## src/rtl/fadd_share_arbiter.sv

```systemverilog
// Round-robin arbiter sharing one pipelined FloatingAdd among NUM_REQ requesters.
// Grants one op per cycle, tracks in-flight ops with a tag pipe, and routes results back.
module fadd_share_arbiter #(
    parameter int NUM_REQ     = 4,
    parameter int ADD_LATENCY = 3
) (
    input  logic                    clk,
    input  logic                    reset,
    input  logic [NUM_REQ-1:0]      req_valid,
    output logic [NUM_REQ-1:0]      req_ready,
    input  logic [NUM_REQ*32-1:0]   req_a,
    input  logic [NUM_REQ*32-1:0]   req_b,
    input  logic [NUM_REQ-1:0]      req_sub,
    output logic [NUM_REQ-1:0]      rsp_valid,
    output logic [31:0]             rsp_data,
    output logic [31:0]             add_a,
    output logic [31:0]             add_b,
    output logic                    add_sub,
    input  logic [31:0]             add_result
);

    localparam int IDW = (NUM_REQ > 1) ? $clog2(NUM_REQ) : 1;

    typedef enum logic {
        ST_IDLE = 1'b0,
        ST_BUSY = 1'b1
    } state_t;

    state_t             r_state     [NUM_REQ];
    state_t             w_state_nxt [NUM_REQ];
    logic [IDW-1:0]     r_last_grant;
    logic [NUM_REQ-1:0] w_cand;
    logic               w_grant_vld;
    logic [IDW-1:0]     w_grant_id;
    int unsigned        w_idx;

    logic               r_iss_vld;
    logic [IDW-1:0]     r_iss_id;
    logic [ADD_LATENCY-1:0] r_tag_vld;
    logic [IDW-1:0]     r_tag_id [ADD_LATENCY];
    logic               w_tail_vld;
    logic [IDW-1:0]     w_tail_id;

    always_comb begin
        for (int unsigned i = 0; i < NUM_REQ; i++) begin
            req_ready[i] = (r_state[i] == ST_IDLE);
            w_cand[i]    = req_valid[i] & (r_state[i] == ST_IDLE);
        end
    end

    // Search starts one past the last winner and wraps; first candidate wins.
    always_comb begin
        w_grant_vld = 1'b0;
        w_grant_id  = '0;
        w_idx       = 0;
        for (int unsigned k = 1; k <= NUM_REQ; k++) begin
            w_idx = (32'(r_last_grant) + k) % NUM_REQ;
            if (!w_grant_vld && w_cand[IDW'(w_idx)]) begin
                w_grant_vld = 1'b1;
                w_grant_id  = IDW'(w_idx);
            end
        end
    end

    assign w_tail_vld = r_tag_vld[ADD_LATENCY-1];
    assign w_tail_id  = r_tag_id[ADD_LATENCY-1];

    always_comb begin
        for (int unsigned i = 0; i < NUM_REQ; i++) begin
            w_state_nxt[i] = r_state[i];
            case (r_state[i])
                ST_IDLE: if (w_grant_vld && (w_grant_id == IDW'(i))) w_state_nxt[i] = ST_BUSY;
                ST_BUSY: if (w_tail_vld && (w_tail_id == IDW'(i)))   w_state_nxt[i] = ST_IDLE;
                default: w_state_nxt[i] = ST_IDLE;
            endcase
        end
    end

    // The issue tag rides alongside add_* for one cycle, then enters the
    // ADD_LATENCY-deep pipe so its tail lines up with the adder's output.
    always_ff @(posedge clk or negedge reset) begin
        if (!reset) begin
            for (int unsigned i = 0; i < NUM_REQ; i++) r_state[i] <= ST_IDLE;
            r_last_grant <= IDW'(NUM_REQ - 1);
            add_a        <= '0;
            add_b        <= '0;
            add_sub      <= 1'b0;
            r_iss_vld    <= 1'b0;
            r_iss_id     <= '0;
            r_tag_vld    <= '0;
            for (int unsigned k = 0; k < ADD_LATENCY; k++) r_tag_id[k] <= '0;
            rsp_valid    <= '0;
            rsp_data     <= '0;
        end else begin
            for (int unsigned i = 0; i < NUM_REQ; i++) r_state[i] <= w_state_nxt[i];
            if (w_grant_vld) begin
                r_last_grant <= w_grant_id;
                add_a        <= req_a[32*w_grant_id +: 32];
                add_b        <= req_b[32*w_grant_id +: 32];
                add_sub      <= req_sub[w_grant_id];
            end else begin
                add_a        <= '0;
                add_b        <= '0;
                add_sub      <= 1'b0;
            end
            r_iss_vld    <= w_grant_vld;
            r_iss_id     <= w_grant_id;
            r_tag_vld[0] <= r_iss_vld;
            r_tag_id[0]  <= r_iss_id;
            for (int unsigned k = 1; k < ADD_LATENCY; k++) begin
                r_tag_vld[k] <= r_tag_vld[k-1];
                r_tag_id[k]  <= r_tag_id[k-1];
            end
            if (w_tail_vld) begin
                rsp_valid <= NUM_REQ'(1) << w_tail_id;
                rsp_data  <= add_result;
            end else begin
                rsp_valid <= '0;
            end
        end
    end

endmodule
```

## config.mk

```make
export PLATFORM = sky130hd
export DESIGN_NAME = fadd_share_arbiter
export DESIGN_NICKNAME = d
export VERILOG_FILES = /design/src/rtl/fadd_share_arbiter.sv
export SDC_FILE = /design/constraint.sdc
export NUM_CORES = 1
export LEC_CHECK = 0
export BUFFER_PORTS_ARGS = -buffer_cell sky130_fd_sc_hd__buf_2
export CAP_MARGIN = 10
export CORE_AREA = 3 3 157 159
export DETAILED_ROUTE_END_ITERATION = 8
export DIE_AREA = 0 0 160 162
export HOLD_SLACK_MARGIN = 0.08
export PLACE_DENSITY = 0.66
export RECOVER_POWER = 100
export SLEW_MARGIN = 5
export SYNTH_ARGS = -nofsm -noshare
export SYNTH_HDL_FRONTEND = slang
export SYNTH_SLANG_ARGS = --single-unit
```

## constraint.sdc

```tcl
create_clock -name clk -period 1.8 [get_ports clk]
set_input_delay 0.18 -clock clk [delete_from_list [all_inputs] [get_ports clk]]
set_output_delay 0.18 -clock clk [all_outputs]
set_load 0.01 [all_outputs]
```

==> results.yml, run 1 <==
status:
  status: "finished with violations"
  violations: "setup timing"
cells_and_area:
  nets: 1592
  fin_area_um2: 11900
  drive_above_1_share_pct: 34.4
  syn_to_final_growth_pct: 44.6
synthesis:
  yosysWarnings: 0
  yosys.area_share.simple_pct: 9.50
  synth_xor_area_share_pct: 0
  synthMuxAreaShare_pct: 4.37
  synth.area.top_cells: "dfrtp_1, o2111ai_1, nand3_1"
  seq_area_frac_synth_pct: 36.2
  synth_cell_types: 33
  yosys.area_share.adder_pct: 0
  yosys.area.top_type: "dfrtp_1"
  synth_top_family_by_area: "compound AO/OA/AOI/OAI gates"
  synth_cells: 921
  avgSynthCellArea_um2: 8.95
  ys_ff_latch: 119
  netlist.area_leader.share_pct: 35.5
  syn_area_um2: 8240
  synth_nets: 1219
  synth_compound_area_share_pct: 39.7
clock_tree:
  h-tree-depth: 4
  clk_latency_ns: 0.43
  cts.sinks: 119
  cts_tree: "built"
  cts_buffers: 17
  clk_path_buf_depth: 2
  cts_root_buf: "clkbuf_16"
  clk_pin_slew_ns: 0.07
die:
  coreArea_um2: 23400
  start_util_pct: 35.2
  die_h_um: 162
  die-width_um: 160
  dieArea_um2: 25900
  io_pins: 403
  row_count: 56
timing:
  rsz0062_at_grt: "yes"
  max_freq_ghz: 0.551
  worst_slack_ns: -0.0159
  worstMarginPinSlew_ns: 0.979
  slew_viol_final: 0
  relSlewSlack_pct: 34.7
  setup_violations: 4
  finClkSkew_ns: 0.0134
  hold_violations: 0
  fin_crit_sh_pct: 101
  period_minus_slack_ns: 1.82
power:
  ir_drop_uv: 868
  p_leak_nw: 5.23
  power.density_nw_per_um2: 1580
  design_power_total_w: 0.0189
worst_hold_path:
  hold_class: "primary input to flip-flop"
  worstHoldStart: "req_a[58]"
worst_setup_path:
  crit_path_start: "r_state[3]$_DFF_PN0_"
  worstSetupStartpointType: "flip-flop"
  worstPathRequired_ns: 2.14
  critical_path_class: "flip-flop to flip-flop"
  critPathCaptureType: "flip-flop"
  crit-reg2reg-launch: "r_state[3]$_DFF_PN0_"
  critPathMaxFanout: 9
  arrival_ns: 2.16
global_routing:
  grt_pass1_wl_um: 55200
  first_global_vias: 9705
  grt-ovfl-total: 0
  grt_use_total_pct: 26.5
  antenna_found_initial: 10
  grt_max_degree: 71
drt:
  drt_pass1_iterations: 7
  ant_nets: 0
  drc: 0
  via_count: 10000
  dr.first_iter.drc_count: 1228
  wl_um: 36400
  wl_per_cell_um: 22.3
  detail_route.vias_per_cell: 6.12
placed_design:
  dp_hpwl_um: 23700
  gp_congestion: 0.914
  place_area_um2: 11000
  port_buffers: 402
run:
  drv_cap: 0
[final timing paths]
path	cells past startpoint	endpoint	slack [ns]
setup / recovery	6	add_b[2]$_DFF_PN0_	-0.02
hold / removal	4	add_a[26]$_DFF_PN0_	0.12
setup reg to reg	6	add_b[2]$_DFF_PN0_	-0.02
hold reg to reg	0	w_tail_id[0]$_DFF_PN0_	0.35
max in group asynchronous	3	add_a[9]$_DFF_PN0_	0.17
min in group asynchronous	2	add_b[13]$_DFF_PN0_	0.43
[flip-flops by register name (all words and copies together) (netlist names), 2 cells and up]
| name | count |
|---|---|
| r_last_grant | 2 |
| add_a | 32 |
| add_b | 32 |
| rsp_data | 32 |
| w_tail_id | 2 |
| r_tag_vld | 3 |
| r_tag_id | 4 |
| r_iss_id | 2 |
| rsp_valid | 4 |
| r_state | 4 |
[report_power, final]
| part | switching, W | internal (W) | leakage, nW |
|---|---|---|---|
| clock network | 0.00162 | 0.00187 | 0.292 |
| registers | 0.000619 | 0.00393 | 1.47 |
| logic | 0.00633 | 0.00450 | 3.47 |
[per-layer routing]
layer | vias up | wire length (um) | track usage (%)
li1 | 4486 | - | -
met1 | 4824 | 14400 | 33.8
met2 | 599 | 18000 | 44.7
met3 | 93 | 2770 | 4.54
met4 | 2 | 1210 | 10.6
met5 | - | 11 | 0
[cell usage in the layout (no fill, tap or decap), drive strengths merged, types with 2 or more instances in the layout]
cell	count
o311a	65
nand2b	5
mux2	32
and3b	2
o211ai	65
nand3	131
dlygate4sd3	33
clkbuf	131
o2111ai	131
o211a	3
inv	82
nor2b	3
nand2	2
diode	9
dfstp	2
o2bb2ai	65
nor2	4
clkinv	4
o22ai	4
buf	350
o21ai	66
dfrtp	117
[cells by family (layout without fill, tap and decap cells)]
| family | Yosys count | in the layout |
|---|---|---|
| compound gates | 403 | 404 |
| buf+inv | 215 | 600 |
| flops | 119 | 119 |
| mux | 32 | 32 |
| other cells | 0 | 9 |
| simple gates | 152 | 152 |
[stage by stage]
stage | std cells | hold slack (ns) | setup TNS [ns] | worst slack, ns | util (%)
after floorplan | 921 | -0.116 | -0.00403 | -0.000202 | -
after global placement | 1553 | 0.192 | 0 | 0.0228 | 46.9
after detailed placement | 1553 | 0.202 | -0.0460 | -0.0197 | 46.9
after CTS | 1619 | 0.109 | 0 | 0.000543 | 50.9
after global routing | 1635 | 0.120 | -4.06 | -0.121 | 50.9
final | 1635 | 0.119 | -0.0465 | -0.0159 | 50.9
[what timing repair did]
action                                  4_1_cts  5_1_grt
buffers inserted                              0        4
hold endpoints to repair                     60        0
endpoints found under the setup margin        8       68
cloned                                        1        3
hold buffers                                 33        0
pin swaps                                     1        6
resized for setup                             2       11
[cell type report]
cell class	count	area, um2
Timing Repair Buffer	497	3080
Fill cell	2254	11500
Inverter	71	267
Multi-Input combinational cell	588	4580
Tap cell	319	399
Sequential cell	119	2980
Clock buffer	17	425
Antenna cell	9	22.5
Clock inverter	15	166
[Yosys cell counts (all sizes together)]
| cell | instances |
|---|---|
| a2bb2oi | 1 |
| o211ai | 65 |
| nand4 | 1 |
| inv | 71 |
| a22o | 1 |
| or2 | 1 |
| dfstp | 2 |
| nor3b | 1 |
| clkbuf | 113 |
| nand4bb | 1 |
| nand2 | 2 |
| o21ai | 66 |
| buf | 31 |
| o2bb2ai | 65 |
| o211a | 2 |
| nor2b | 3 |
| o22ai | 4 |
| o31ai | 1 |
| mux2 | 32 |
| and3 | 1 |
| nand3 | 131 |
| and3b | 2 |
| o311a | 65 |
| nor2 | 4 |
| dfrtp | 117 |
| a21o | 1 |
| o31a | 1 |
| o2111ai | 131 |
| nand2b | 5 |
[worst max-delay path, cell delays in order (launching register included)]
cell and delay (ns):
dfrtp_1 0.41, and3b_4 0.27, o211a_4 0.31, buf_12 0.15, clkbuf_16 0.15, o311a_1 0.28
o2bb2ai_1 0.16
Note: power is estimated with default switching activity, not from simulation.
==> inputs of run 2 (changes only) <==
--- a/config.mk
+++ b/config.mk
@@ -11,7 +11,6 @@
 export DETAILED_ROUTE_END_ITERATION = 8
 export DIE_AREA = 0 0 160 162
 export HOLD_SLACK_MARGIN = 0.08
-export PLACE_DENSITY = 0.66
 export RECOVER_POWER = 100
 export SLEW_MARGIN = 5
 export SYNTH_ARGS = -nofsm -noshare
==> constraint.sdc (replaced) <==
create_clock -name clk -period 2 [get_ports clk]
set_input_delay 0.2 -clock clk [delete_from_list [all_inputs] [get_ports clk]]
set_output_delay 0.2 -clock clk [all_outputs]
set_load 0.01 [all_outputs]
==> run 2 against run 1 <==
  * Combinational power down 14%
  * Clock skew increased by 0.0041 ns
  * Flip-flop and latch count did not move
  * Worst hold slack better by 0.031 ns
  * First-iteration DRC count shrank 16%
  * Routed wire length increased by 1.0%
  * Die area did not move
  * Non-clock buffer count is 16 lower
  * Setup slack better by 0.090 ns
  * The run now ends clean
==> results.yml, run 2 (synthesis results as in run 1) <==
cells_and_area:
  drive_above_1_share_pct: 32.4
  top_regs: "add_a x32, add_b x32, rsp_data x32"
  fin_area_um2: 11600
  fin_util_pct: 49.4
  nets: 1575
  layout_commonest_cell: "buf_2"
  final_cell_mix: "buf_2, nand3_1, o2111ai_1"
  syn_to_final_growth_pct: 40.3
placed_design:
  gp_congestion: 0.879
  place_area_um2: 10700
  dp_hpwl_um: 23700
  port_buffers: 402
worst_setup_path:
  cp_slowest_cell: "buf_12"
  crit_chain: "nand2b_1, buf_12, nand3_1, o211ai_1, o2bb2ai_1"
  worstPathRequired_ns: 2.34
  slowest_delay_ns: 0.45
  crit_family: "buffers and inverters"
  critical_path_class: "flip-flop to flip-flop"
  critPathCaptureType: "flip-flop"
  worstSetupStartpointType: "flip-flop"
  critPathBufInv: 1
  arrival_ns: 2.26
  critPathMaxFanout: 132
timing:
  finClkSkew_ns: 0.0175
  fin_crit_sh_pct: 96.3
  max_freq_ghz: 0.519
  setup_violations: 0
  period_minus_slack_ns: 1.93
  finalSetupTns_ns: 0
  rsz0062_at_grt: "no"
  slew_viol_final: 0
  relSlewSlack_pct: 11.6
  worstMarginPinSlew_ns: 1.33
  hold_violations: 0
global_routing:
  antenna_found_initial: 3
  grt-ovfl-total: 0
  grt_max_degree: 133
  first_global_vias: 9557
  grt.busiest_layer: "met2"
  use_met2_pct: 43.8
  grt_pass1_wl_um: 55800
  met1_usage_pct: 35.7
  met3_usage_pct: 4.77
  grt_use_total_pct: 26.7
die:
  die-width_um: 160
  row_count: 56
  coreArea_um2: 23400
  die_h_um: 162
  dieArea_um2: 25900
  io_pins: 403
  start_util_pct: 35.2
power:
  ir_drop_uv: 644
  power.density_nw_per_um2: 1430
  p_leak_nw: 5.06
  design_power_total_w: 0.0165
clock_tree:
  cts_tree: "built"
  cts.sinks: 119
  cts_root_buf: "clkbuf_16"
  cts_buffers: 17
  h-tree-depth: 4
  clk_pin_slew_ns: 0.07
  clk_latency_ns: 0.42
  clk_path_buf_depth: 2
run:
  drv_cap: 0
drt:
  detail_route.vias_per_cell: 6.09
  wl_um: 36800
  ant_nets: 0
  via_count: 9838
  drc: 0
  drt_pass1_iterations: 5
  wl_per_cell_um: 22.8
  dr.first_iter.drc_count: 1028
worst_hold_path:
  hold_class: "primary input to flip-flop"
status:
  status: "finished clean"
[run 2: cell types whose count changed in the layout (fill, tap and decap cells not counted), sizes merged]
cell / before / now
buf: 350 / 336
clkinv: 4 / 2
o211a: 3 / 2
clkinvlp: 0 / 2
bufinv: 0 / 1
clkbuf: 131 / 129
inv: 82 / 81
diode: 9 / 7
[run 2: tightest hold or removal path: stages]
cell and delay, ns:
buf_2 0.09, nand3_1 0.06, o211ai_1 0.08, o2bb2ai_1 0.11
[run 2: what timing repair did]
action | 4_1_cts | 5_1_grt
resized for setup | 0 | 2
endpoints found under the hold margin | 128 | 0
setup buffers | 0 | 3
hold buffers | 33 | 0
setup endpoints to repair | 0 | 1
[run 2: path summary, 6_finish.rpt]
kind | start | slack (ns) | endpoint | depth (start not counted)
max | r_state[0]$_DFF_PN0_ | 0.07 | add_b[1]$_DFF_PN0_ | 5
min | req_b[50] | 0.15 | add_b[18]$_DFF_PN0_ | 4
max reg2reg | r_state[0]$_DFF_PN0_ | 0.07 | add_b[1]$_DFF_PN0_ | 5
min reg2reg | r_tag_vld[1]$_DFF_PN0_ | 0.35 | r_tag_vld[2]$_DFF_PN0_ | 0
max in group asynchronous | reset | 0.31 | rsp_data[2]$_DFFE_PN0P_ | 3
min in group asynchronous | reset | 0.61 | rsp_data[3]$_DFFE_PN0P_ | 2
[run 2: area by class of cell]
type                    count  area (um2)
flip-flops and latches    119        2980
repair buffers            481        2780
fillers                  2335       11800
clock buffers              17         425
inverters                  71         267
multi-input cells         587        4510
well taps                 319         399
clock inverters            15         180
diodes                      7        17.5
[run 2: report_power, final]
group | switching, W | internal, W
combinational | 0.00562 | 0.00364
clock | 0.00139 | 0.00180
sequential | 0.000524 | 0.00354
[run 2: metrics by stage]
stage | worst slack, ns | hold slack [ns] | cells
2_1_floorplan | 0.115 | -0.0956 | 921
3_3_place_gp | 0.123 | 0.139 | 1538
3_5_place_dp | 0.108 | 0.135 | 1538
4_1_cts | 0.0960 | 0.130 | 1603
5_1_grt | 0.0130 | 0.154 | 1612
6_report | 0.0736 | 0.151 | 1616
[run 2: metal layers]
layer / share of wire (%) / vias to the layer above
li1: - / 4437
met1: 41 / 4783
met2: 49 / 550
met3: 7.3 / 68
met4: 2.7 / 0
met5: 0 / -
==> inputs of run 3 (changes only) <==
--- a/config.mk
+++ b/config.mk
@@ -7,10 +7,11 @@
 export LEC_CHECK = 0
 export BUFFER_PORTS_ARGS = -buffer_cell sky130_fd_sc_hd__buf_2
 export CAP_MARGIN = 10
-export CORE_AREA = 3 3 157 159
+export CORE_AREA = 3 3 154 156
 export DETAILED_ROUTE_END_ITERATION = 8
-export DIE_AREA = 0 0 160 162
+export DIE_AREA = 0 0 157 159
 export HOLD_SLACK_MARGIN = 0.08
+export PLACE_DENSITY = 0.66
 export RECOVER_POWER = 100
 export SLEW_MARGIN = 5
 export SYNTH_ARGS = -nofsm -noshare
==> run 3 against run 2 <==
  * Core utilization up 1.7 points
  * Clock power down 3%
  * Die area down 3.7%
  * Total power is 1.1% lower
  * Sequential power is essentially flat
  * Setup slack worse by 0.016 ns
  * Register-to-register slack got worse by 0.02 ns
  * Count of clock-buffer cells in the layout unchanged
  * Largest power group unchanged
  * Flip-flop and latch count is the same
  * Global-route usage fell by 0.31 points
  * Critical path type unchanged
==> results.yml, run 3 (synthesis results as in run 1) <==
status:
  status: "finished clean"
drt:
  drt_pass1_iterations: 5
  drc: 0
  ant_nets: 0
  detail_route.vias_per_cell: 6.22
  via_count: 9810
  wl_um: 35600
  dr.first_iter.drc_count: 1113
  wl_per_cell_um: 22.6
global_routing:
  grt-ovfl-total: 0
  grt_use_total_pct: 26.4
  antenna_found_initial: 7
  first_global_vias: 9437
  grt_pass1_wl_um: 53000
  grt_max_degree: 97
power:
  ir_drop_uv: 791
  p_leak_nw: 5.04
  clockPowerShare_pct: 18.9
  seqPwrFrac_pct: 24.7
  p_sw_w: 0.00749
  switching_share_pct: 45.9
  p_int_w: 0.00882
  power.density_nw_per_um2: 1420
  design_power_total_w: 0.0163
  power_frac_comb_pct: 56.4
clock_tree:
  clk_pin_slew_ns: 0.07
  cts_tree: "built"
  clk_path_buf_depth: 2
  clk_latency_ns: 0.42
  cts.sinks: 119
  h-tree-depth: 4
  cts_buffers: 17
  cts_root_buf: "clkbuf_16"
worst_setup_path:
  arrival_ns: 2.29
  worstSetupStartpointType: "flip-flop"
  critical_path_class: "flip-flop to flip-flop"
  critPathBufInv: 2
  crit_chain: "buf_4, nand2b_4, buf_6, nand3_1, o211ai_1, o2bb2ai_1"
  cp_slowest_cell: "buf_6"
  crit_family: "buffers and inverters"
  slowest_delay_ns: 0.55
  critPathMaxFanout: 96
  critPathCaptureType: "flip-flop"
  worstPathRequired_ns: 2.35
die:
  io_pins: 403
  coreArea_um2: 22500
  dieArea_um2: 25000
  die_h_um: 159
  die-width_um: 157
  start_util_pct: 36.6
  row_count: 55
run:
  drv_cap: 0
placed_design:
  pre_cts_slack_ns: -0.0216
  dp_hpwl_um: 22100
  gp_congestion: 0.826
  port_buffers: 402
  dp_cells: 1500
cells_and_area:
  nets: 1570
  fillCellCount: 2142
  drive_above_1_share_pct: 32.4
  fin_util_pct: 51.1
  top_regs: "add_a x32, add_b x32, rsp_data x32"
  final_cell_mix: "buf_2, nand3_1, o2111ai_1"
  syn_to_final_growth_pct: 39.5
  multi_input_area_um2: 4540
  stdcell_count: 1577
  ff_latch_area_um2: 2980
  layout_commonest_cell: "buf_2"
timing:
  period_minus_slack_ns: 1.94
  max_freq_ghz: 0.515
  worstMarginPinSlew_ns: 1.23
  hold_violations: 0
  worst_slack_ns: 0.0573
  finClkSkew_ns: 0.00837
  rsz0062_at_grt: "no"
  fin_crit_sh_pct: 97.1
  setup_violations: 0
  slew_viol_final: 0
  relSlewSlack_pct: 18.0
worst_hold_path:
  hold_class: "primary input to flip-flop"
[run 3: cell count changes in the layout (fill, tap and decap cells not counted), sizes merged]
cell	change
clkbuf	-4
buf	-3
bufinv	-1
clkinv	+1
clkinvlp	+1
inv	-1
nor2	+1
o211a	+1
[run 3: layout make-up]
class,count,share of cell area (%)
tap,285,3.10
inverter,71,2.34
antenna,7,0.152
clock inverter,15,1.37
clock buffer,17,3.70
multi-input combinational,589,39.5
timing repair buffer,474,23.9
sequential,119,25.9
[run 3: final timing paths]
| check | startpoint | endpoint | slack (ns) | depth (start not counted) |
|---|---|---|---|---|
| max | r_state[0]$_DFF_PN0_ | add_b[10]$_DFF_PN0_ | 0.06 | 6 |
| min | req_a[50] | add_a[18]$_DFF_PN0_ | 0.14 | 4 |
| max reg2reg | r_state[0]$_DFF_PN0_ | add_b[10]$_DFF_PN0_ | 0.06 | 6 |
| min reg2reg | r_iss_id[0]$_DFF_PN0_ | r_tag_id[4]$_DFF_PN0_ | 0.34 | 0 |
| max in group asynchronous | reset | add_a[11]$_DFF_PN0_ | 0.29 | 3 |
| min in group asynchronous | reset | add_b[14]$_DFF_PN0_ | 0.55 | 2 |
[run 3: worst reg2reg max path, delay by kind of cell (launching register included)]
| family | cells | cell delay, ns |
|---|---|---|
| AOI/OAI and AO/OA | 2 | 0.35 |
| buffers and inverters | 2 | 0.69 |
| DFF | 1 | 0.40 |
| and+or+nand+nor | 2 | 0.43 |
[run 3: per-stage QoR]
| stage | hold slack (ns) | instance area, um2 | TNS, ns |
|---|---|---|---|
| 2_1_floorplan | -0.0956 | 8240 | 0 |
| 6_report | 0.137 | 11500 | 0 |
| 4_1_cts | 0.126 | 11600 | 0 |
| 3_5_place_dp | 0.112 | 10700 | -0.0868 |
| 5_1_grt | 0.147 | 11500 | 0 |
| 3_3_place_gp | 0.104 | 10700 | -0.0770 |
[run 3: metal layers]
metal | wire length (um) | track usage, %
met3 | 2790 | 5.79
met4 | 1260 | 12.0
met1 | 14200 | 33.8
met5 | 0 | 0
met2 | 17400 | 42.3
[run 3: repair_timing]
action                                  CTS  global route
buffers inserted                          0             2
gates cloned                              0             3
endpoints found under the setup margin    4            19
endpoints found under the hold margin   119             0
hold buffers                             33             0
pin swaps                                 1             3
resized for setup                         0             4
[run 3: power by group through the flow]
stage / sequential [W] / clock, W / combinational [W]
5_1_grt: 0.00415 / 0.00326 / 0.00990
4_1_cts: 0.00401 / 0.00315 / 0.00926
3_3_place_gp: 0.00400 / 0 / 0.00907
2_1_floorplan: 0.00441 / 0 / 0.00523
6_report: 0.00403 / 0.00308 / 0.00920
3_5_place_dp: 0.00403 / 0 / 0.00920
